## src/rtl/mac_pkg.sv

```systemverilog
// Shared widths, FSM state type and accumulate helper for mac_job_scheduler.
// Defining MAC_SAT_EN makes acc_add saturate; otherwise it wraps.
package mac_pkg;

   localparam int PIXEL_WIDTH  = 10;
   localparam int WEIGHT_WIDTH = 19;
   localparam int OUTPUT_WIDTH = 26;

   typedef enum logic [1:0] {
      IDLE,
      ISSUE,
      DRAIN,
      RESULT
   } state_t;

   localparam logic [OUTPUT_WIDTH-1:0] SAT_MAX =
      {1'b0, {(OUTPUT_WIDTH-1){1'b1}}};
   localparam logic [OUTPUT_WIDTH-1:0] SAT_MIN =
      {1'b1, {(OUTPUT_WIDTH-1){1'b0}}};

   function automatic logic [OUTPUT_WIDTH-1:0] acc_add(
      input logic [OUTPUT_WIDTH-1:0] a,
      input logic [OUTPUT_WIDTH-1:0] b
   );
      logic [OUTPUT_WIDTH-1:0] s;
      s = a + b;
`ifdef MAC_SAT_EN
      // Same-sign operands producing an opposite-sign sum overflowed.
      if ((a[OUTPUT_WIDTH-1] == b[OUTPUT_WIDTH-1]) &&
          (s[OUTPUT_WIDTH-1] != a[OUTPUT_WIDTH-1]))
         s = a[OUTPUT_WIDTH-1] ? SAT_MIN : SAT_MAX;
`endif
      return s;
   endfunction

endpackage

```

## src/rtl/rr_arbiter.sv

```systemverilog
// Round-robin arbiter: one-hot grant, priority starts one past the last grant.
// The pointer moves only on advance, i.e. when the grant is actually taken.
module rr_arbiter
   import mac_pkg::*;
#(
   parameter int N = 4
) (
   input  logic         clk,
   input  logic         rst,
   input  logic [N-1:0] req,
   input  logic         advance,
   output logic [N-1:0] grant
);

   localparam int PW = (N > 1) ? $clog2(N) : 1;

   logic [PW-1:0] r_ptr;
   logic [PW-1:0] w_next;
   logic [PW:0]   w_idx;
   logic          w_found;

   always_comb begin
      grant   = '0;
      w_next  = r_ptr;
      w_found = 1'b0;
      w_idx   = '0;
      for (int i = 0; i < N; i++) begin
         w_idx = {1'b0, r_ptr} + (PW+1)'(i);
         if (w_idx >= (PW+1)'(N))
            w_idx = w_idx - (PW+1)'(N);
         if (!w_found && req[w_idx[PW-1:0]]) begin
            w_found                = 1'b1;
            grant[w_idx[PW-1:0]]   = 1'b1;
            w_next = (w_idx[PW-1:0] == PW'(N-1)) ?
                     '0 : w_idx[PW-1:0] + 1'b1;
         end
      end
   end

   always_ff @(posedge clk or negedge rst) begin
      if (!rst)
         r_ptr <= '0;
      else if (advance && w_found)
         r_ptr <= w_next;
   end

endmodule

```

## src/rtl/mac_job_scheduler.sv

```systemverilog
// mac_job_scheduler: grants jobs round-robin, streams pairs into a shared
// pipelined multiplier and accumulates products. MAC_SAT_EN: saturate.
module mac_job_scheduler
   import mac_pkg::*;
#(
   parameter int NUM_REQ      = 4,
   parameter int NUM_INPUTS   = 4,
   parameter int MULT_LATENCY = 3
) (
   input  logic                      clk,
   input  logic                      rst,
   input  logic [NUM_REQ-1:0]        req_valid,
   output logic [NUM_REQ-1:0]        req_ready,
   input  logic [NUM_REQ*NUM_INPUTS*PIXEL_WIDTH-1:0]  req_pixels,
   input  logic [NUM_REQ*NUM_INPUTS*WEIGHT_WIDTH-1:0] req_weights,
   output logic [PIXEL_WIDTH-1:0]    mult_pixel,
   output logic [WEIGHT_WIDTH-1:0]   mult_weight,
   input  logic [OUTPUT_WIDTH-1:0]   mult_product,
   output logic                      res_valid,
   input  logic                      res_ready,
   output logic [$clog2(NUM_REQ)-1:0] res_id,
   output logic [OUTPUT_WIDTH-1:0]   res_data,
   output logic                      busy
);

   localparam int IDW     = $clog2(NUM_REQ);
   localparam int CNT_MAX = (NUM_INPUTS > MULT_LATENCY) ?
                            NUM_INPUTS : MULT_LATENCY;
   localparam int CW      = $clog2(CNT_MAX + 1);
   localparam int KW      = (NUM_INPUTS > 1) ? $clog2(NUM_INPUTS) : 1;

   state_t                    r_state;
   state_t                    w_state_nxt;
   logic [CW-1:0]             r_cnt;
   logic [CW-1:0]             w_cnt_nxt;
   logic [KW-1:0]             w_k;
   logic [MULT_LATENCY-1:0]   r_vpipe;
   logic [MULT_LATENCY-1:0]   w_vpipe_nxt;
   logic [OUTPUT_WIDTH-1:0]   r_acc;
   logic [IDW-1:0]            r_id;
   logic [IDW-1:0]            w_gid;
   logic [NUM_REQ-1:0]        w_grant;
   logic                      w_take;
   logic                      w_issue;

   logic [PIXEL_WIDTH-1:0]    r_pix [NUM_INPUTS];
   logic [WEIGHT_WIDTH-1:0]   r_wgt [NUM_INPUTS];
   logic [PIXEL_WIDTH-1:0]    w_cap_pix [NUM_INPUTS];
   logic [WEIGHT_WIDTH-1:0]   w_cap_wgt [NUM_INPUTS];

   rr_arbiter #(
      .N       (NUM_REQ)
   ) u_arb (
      .clk     (clk),
      .rst     (rst),
      .req     (req_valid),
      .advance (w_take),
      .grant   (w_grant)
   );

   assign w_take    = (r_state == IDLE) && rst && (|req_valid);
   assign req_ready = w_take ? w_grant : '0;
   assign w_issue   = (r_state == ISSUE);
   assign w_k       = r_cnt[KW-1:0];

   assign mult_pixel  = w_issue ? r_pix[w_k] : '0;
   assign mult_weight = w_issue ? r_wgt[w_k] : '0;

   assign res_valid = (r_state == RESULT);
   assign res_id    = r_id;
   assign res_data  = r_acc;
   assign busy      = (r_state != IDLE);

   always_comb begin
      w_gid = '0;
      for (int r = 0; r < NUM_REQ; r++)
         if (w_grant[r])
            w_gid = IDW'(r);
   end

   // Operand mux for the granted requester; w_grant is one-hot.
   always_comb begin
      for (int k = 0; k < NUM_INPUTS; k++) begin
         w_cap_pix[k] = '0;
         w_cap_wgt[k] = '0;
      end
      for (int r = 0; r < NUM_REQ; r++) begin
         for (int k = 0; k < NUM_INPUTS; k++) begin
            if (w_grant[r]) begin
               w_cap_pix[k] = req_pixels[(r*NUM_INPUTS+k)*PIXEL_WIDTH
                                         +: PIXEL_WIDTH];
               w_cap_wgt[k] = req_weights[(r*NUM_INPUTS+k)*WEIGHT_WIDTH
                                          +: WEIGHT_WIDTH];
            end
         end
      end
   end

   always_comb begin
      w_state_nxt = r_state;
      w_cnt_nxt   = r_cnt;
      unique case (r_state)
         IDLE: begin
            if (w_take) begin
               w_state_nxt = ISSUE;
               w_cnt_nxt   = '0;
            end
         end
         ISSUE: begin
            if (r_cnt == CW'(NUM_INPUTS - 1)) begin
               w_state_nxt = DRAIN;
               w_cnt_nxt   = '0;
            end else begin
               w_cnt_nxt   = r_cnt + 1'b1;
            end
         end
         DRAIN: begin
            if (r_cnt == CW'(MULT_LATENCY - 1)) begin
               w_state_nxt = RESULT;
               w_cnt_nxt   = '0;
            end else begin
               w_cnt_nxt   = r_cnt + 1'b1;
            end
         end
         RESULT: begin
            if (res_ready)
               w_state_nxt = IDLE;
         end
         default: begin
            w_state_nxt = IDLE;
            w_cnt_nxt   = '0;
         end
      endcase
   end

   // The tap at the top of the pipe marks a product of an issued pair.
   always_comb begin
      w_vpipe_nxt    = '0;
      w_vpipe_nxt[0] = w_issue;
      for (int i = 1; i < MULT_LATENCY; i++)
         w_vpipe_nxt[i] = r_vpipe[i-1];
   end

   always_ff @(posedge clk or negedge rst) begin
      if (!rst) begin
         r_state <= IDLE;
         r_cnt   <= '0;
         r_vpipe <= '0;
         r_acc   <= '0;
         r_id    <= '0;
      end else begin
         r_state <= w_state_nxt;
         r_cnt   <= w_cnt_nxt;
         r_vpipe <= w_vpipe_nxt;
         if (w_take) begin
            r_acc <= '0;
            r_id  <= w_gid;
         end else if (r_vpipe[MULT_LATENCY-1]) begin
            r_acc <= acc_add(r_acc, mult_product);
         end
      end
   end

   always_ff @(posedge clk or negedge rst) begin
      if (!rst) begin
         for (int k = 0; k < NUM_INPUTS; k++) begin
            r_pix[k] <= '0;
            r_wgt[k] <= '0;
         end
      end else if (w_take) begin
         for (int k = 0; k < NUM_INPUTS; k++) begin
            r_pix[k] <= w_cap_pix[k];
            r_wgt[k] <= w_cap_wgt[k];
         end
      end
   end

endmodule
```

## config.mk

```make
export PLATFORM = sky130hd
export DESIGN_NAME = mac_job_scheduler
export DESIGN_NICKNAME = d
export VERILOG_FILES = /design/src/rtl/mac_pkg.sv /design/src/rtl/rr_arbiter.sv /design/src/rtl/mac_job_scheduler.sv
export SDC_FILE = /design/constraint.sdc
export NUM_CORES = 1
export LEC_CHECK = 0
export CAP_MARGIN = 20
export CORE_AREA = 3 3 216 218
export CTS_CLUSTER_DIAMETER = 120
export DETAILED_ROUTE_END_ITERATION = 10
export DIE_AREA = 0 0 219 221
export HOLD_SLACK_MARGIN = 0.03
export PLACE_DENSITY = 0.62
export REMOVE_ABC_BUFFERS = 1
export SYNTH_ARGS = -nofsm -noshare
export SYNTH_HDL_FRONTEND = slang
export SYNTH_SLANG_ARGS = --single-unit
```

## constraint.sdc

```tcl
create_clock -name clk -period 3.5 [get_ports clk]
set_clock_uncertainty 0.2 [all_clocks]
set_input_delay 0.7 -clock clk [delete_from_list [all_inputs] [get_ports clk]]
set_output_delay 0.7 -clock clk [all_outputs]
set_load 0.02 [all_outputs]
```

==> Word-level counts from Yosys, hierarchy flattened <==
Index checks and enable logic that the tools add are counted.
W data, S select, Z words.
{ "classes": {"shift": 0, "add_sub_neg": 13, "mux": 91, "n_eq_ne": 13, "reduce_logical": 22, "multipliers": 0, "n_lt_le_gt_ge": 13, "n_bitwise": 4, "n_div": 0} }
{ "op_table": {"columns": ["op", "count"], "rows": [
  ["$mux W19", 19],
  ["$mux W10", 19],
  ["$mux W26", 2],
  ["$bmux W19 S2", 1],
  ["$mux W2", 18],
  ["$add A26 B26 Y26", 1],
  ["$bmux W10 S2", 1],
  ["$mux W4", 5],
  ["$mux W1", 13],
  ["$eq A2 B2 Y1 const B", 6],
  ["$ge A3 B3 Y1 const B", 4],
  ["$lt A2 B3 Y1 const B", 4],
  ["$or A4 B4 Y4", 3],
  ["$logic_and A1 B1 Y1", 10],
  ["$mux W3", 3],
  ["$pmux W3 S3", 1],
  ["$add A2 B1 Y2 const B", 4],
  ["$bmux W1 S2", 4],
  ["$demux W1 S2", 4],
  ["$ge A2 B1 Y1 const B", 4],
  ["$pmux W2 S4", 1],
  ["$sub A2 B1 Y2 const B", 4],
  ["$add A2 B2 Y3 const B", 2],
  ["$eq A3 B2 Y1 const B", 2],
  ["other kinds (15)", 21]
]} }
{ "totals": {"mem_count": 0, "ff_bits": 154, "latch_bits": 0, "mem_bits_ro": 0, "elab_cells": 170, "inputBits": 497, "ram_bits": 0, "out_inout_bits": 63} }

==> Depth between registers and ports, before layout <==
{ "logic_depth": {"word_depth": 18, "depth_mapped": 14, "depth_no_buf": 10} }

==> Modules after synthesis <==
From an unflattened synthesis, not the netlist that was laid out.
{ "hier_totals": {"cells_unflattened": 1397, "area_unflattened_um2": 11576.1} }
{ "by_module_without_submodules": {"columns": ["mod", "area_per_inst_um2", "cells_per_inst", "instances", "seq_area_each_um2"], "rows": [
  ["mac_job_scheduler", 11014.3, 1340, 1, 3803.6],
  ["rr_arbiter", 561.8, 57, 1, 50.0]
]} }

==> Worst setup path before layout <==
Ideal clock, no wire load.
{ "synth_timing": {"path_type": "flip-flop to output port", "start": "reg u_arb.r_ptr[0]", "end": "out req_ready[2]", "path_slack_ns": -0.184, "n_path_buf": 3, "arrival_time_ns": 2.784, "stages_incl_launch_ff": 11, "cell_sequence": "dfrtp_1 -> buf_6 -> inv_1 -> ha_1 -> mux4_2 -> a311oi_4 -> a222oi_1 -> a21boi_1 -> buf_2 -> buf_2 -> nor2_1"} }
{ "synth_via": {"elab_chain_len": 15, "word_cells_on_any_way": 60, "cone_classes": "7 x add/sub; 12 x order compare; 28 x mux; 3 x bitwise; 10 x reduce/logical"} }
{ "synth_lines": {"columns": ["element", "line", "rtl"], "rows": [
  ["start: declaration", "rr_arbiter.sv:17", "logic [PW-1:0] r_ptr;"],
  ["start signal: assignment", "rr_arbiter.sv:44", "r_ptr <= w_next;"],
  ["parallel branches: the longest is 13 deep, another holds $add A2 B1 Y3", null, null],
  ["$mux W4 *", "rr_arbiter.sv:31", "if (!w_found && req[w_idx[PW-1:0]]) begin"],
  ["$mux W4 *", "mac_job_scheduler.sv:62", "assign req_ready = w_take ? w_grant : '0;"],
  ["end: declaration", "mac_job_scheduler.sv:13", "output logic [NUM_REQ-1:0] req_ready,"]
]} }
Every way passes the cells marked *. The select of a mux whose other input is x is not followed.

==> Worst setup path in the final report <==
{ "layout_timing": {"start": "reg u_arb.r_ptr[0]", "end": "out req_ready[3]"} }
Same word-level chain as after synthesis.

==> reports/results.tsv <==
metric	value	unit
dominantRegCellSynth	dfrtp_1	
number_of_enable_flip_flop_cells_after_synthesis	0	
critical_path_start	u_arb.r_ptr[0]	
placement_rows	78	
grt_use_total	0.213	
detail_route.wl_per_cell	20.3	µm
crit_arrival	2590	ps
route.met3.wl	4.22	mm
fin_tns_setup	0	ps
floorplan.io_pins	560	
min_path_type	flip-flop to flip-flop	
layout_min_cycle_time	3490	ps
areaGrowthSynthToFinish	61.4	%
maxCapViolCount	0	
grt_setup_unrepaired	true	
met1Wirelength	21.2	mm
area_after_detailed_placement	19000	µm²
clock_tree.root_cell	clkbuf_16	
timing_hold_violations_final	0	
routed_via_density	5.24	
multi_input_area	7340	µm²
clkLatencyLatePin	440	ps
setup.worst_path.end_class	output port	
regToRegEndpoint	r_wgt[54]	
cts.path.max_buffers	2	
fp.coreArea	45100	µm²
fraction_of_the_cycle_the_final_worst_path_needs	0.998	
cellLeakagePower	8.02	nW
synth-simple-area-share	0.153	
timing.critical_path.required	2600	ps
cts-buffers-inserted	17	
maximum_number_of_pins_on_one_net_before_global_route_repair	110	
synthDistinctLibCells	63	
p_per_area	846	nW/µm²
postLayoutCoreUtil	0.438	
report.final.setup_viol	0	
synth_adder_area_share	0.0435	
first_pass_grt_wire_length	81.0	mm
crit_type	flip-flop to output port	
fp.dieH	221	µm
synth-seq-area-share	0.315	
nFillCells	4482	
startpoint_type	flip-flop	
timing.critical_path.to	req_ready[3]	
postLayoutCellArea	19800	µm²
layout.cells.non_filler	2666	
first_pass_iters	5	
worst_slew_pin_slew	896	ps
reg2regPathDepth	14	
yosys-mux-area-fraction	0.0703	
die_area	48400	µm²
most_frequent_cells_in_the_layout	550 x clkdlybuf4s50_1, 204 x o211ai_1, 185 x o21ai_0	
die_width	219	µm
critPathMaxFanout	3	
complex_gate_fraction_of_the_synthesized_area	0.316	
top_layer	met5	
met2WireLength	27.0	mm
regArea	3860	µm²
place_inst	2627	
layout.cells.most_common	clkdlybuf4s50_1	
drive_gt1_frac	0.108	
fmax	286	MHz
wl	54.1	mm
yosysWarnings	0	
vias_in_the_first_global_route	14100	
antenna_found_initial	7	
cts.clk_slew.worst_paths	60	ps
reg2reg_from	u_arb.r_ptr[0]	
clock_sink_count	154	
postSynth.asyncResetShare	1.00	
start_util	0.272	
hpwlAfterDp	40.9	mm
status	finished, final reports clean	
drc	0	
finalMaxSlewViolations	0	
post_synth_inst_count	1504	
ant_nets	0	
place.gp.congestion	0.883	
post_synth_instance_area	12300	µm²
tritoncts	built	
postCtsHoldBufs	0	
drt_iter0_drc	866	
regToRegSetupSlack	150	ps
h-tree-depth	4	
synth.ff_latch_count	154	
combinational_family_with_the_most_area_after_synthesis	compound AO/OA/AOI/OAI gates	
timing.max_slew.rel_slack	0.403	
globalRouteOverflowTotal	0	
vias	14000	
synthXorXnorAreaFrac	0.00929	
place.port_buffers	559	
final_net_count	2591	
postSynthAreaPerCell	8.15	µm²
peak_supply_drop	700	µV
## critical path, stage by stage (launching register included)
cell      delay, ps
dfrtp_1         360
inv_2            60
ha_4            260
mux4_2          530
a311oi_4        290
a222oi_1        180
and2_1          190
nor2_1          110
buf_4           160
## synthesized netlist by cell type, types with 14 or more instances
cell | instances | area share
a21oi_1 | 33 | 0.013
and2_1 | 34 | 0.017
buf_2 | 31 | 0.013
clkbuf_1 | 79 | 0.024
dfrtp_1 | 154 | 0.31
ha_1 | 41 | 0.042
inv_1 | 140 | 0.043
mux2i_1 | 14 | 0.011
mux4_2 | 31 | 0.057
nand2_1 | 136 | 0.042
nand3_1 | 130 | 0.053
nor2_1 | 32 | 0.0098
o211ai_1 | 204 | 0.13
o211ai_2 | 30 | 0.031
o21ai_0 | 185 | 0.076
o21ai_1 | 71 | 0.029
## through the flow
stage	hold WS, ps	setup slack (ps)	power [mW]
after floorplan	131	-8580	8.89
after global placement	132	-743	14.1
after detailed placement	136	-753	14.2
after CTS	150	-32.4	16.5
after global routing	161	-135	18.1
final	147	7.14	16.7
## area by class of cell
cell class	instances	share of cell area
inverters	140	0.0266
diodes	3	0.000380
repair buffers	662	0.336
clock inverters	10	0.00962
multi-input cells	1077	0.371
well taps	600	0.0380
clock buffers	20	0.0236
flip-flops and latches	154	0.195
## repair_timing
item	4_1_cts	5_1_grt
endpoints found under the setup margin	8	78
endpoints found under the hold margin	0	0
resized for setup	30	10
pin swaps	3	3
gates cloned	0	2
setup buffers	3	2
## layer usage
metal,up-vias,global-route usage
met2,543,0.374
met5,-,0
met1,6763,0.250
met4,2,0.0725
met3,78,0.0573
li1,6593,-
## registers in the layout (all words and copies together) (netlist names)
signal,count
r_wgt,76
r_pix,40
res_data,26
r_cnt,3
r_vpipe,3
r_state,2
res_id,2
u_arb.r_ptr,2
## cell families (layout without fill, tap and decap cells)
kind of cell               count (synthesis)  count (layout)
and+or+nand+nor                          390             390
AOI/OAI and AO/OA                        585             585
other                                      0               3
DFF                                      154             154
buffers and inverters                    273             832
xor gates and xnor gates                  13              13
muxes                                     47              47
adders and majority gates                 42              42
## worst min path at each step
| stage | cells after the start | end | slack [ps] | from |
|---|---|---|---|---|
| after floorplan | 0 | r_vpipe[1] | 130 | r_vpipe[0] |
| after global placement | 0 | r_vpipe[1] | 130 | r_vpipe[0] |
| after detailed placement | 0 | r_vpipe[1] | 140 | r_vpipe[0] |
| after CTS | 0 | r_vpipe[1] | 150 | r_vpipe[0] |
| after global routing | 0 | r_vpipe[1] | 160 | r_vpipe[0] |
| final | 0 | r_vpipe[2] | 150 | r_vpipe[1] |
## where the power goes
part	switching (mW)	total (mW)	internal [mW]	leakage (nW)
clock network	0.801	2.12	1.32	0.323
logic	6.42	11.5	5.05	5.74
registers	0.568	3.13	2.56	1.96
total	7.79	16.7	8.94	8.02
Note: power is estimated with default switching activity, not from simulation.
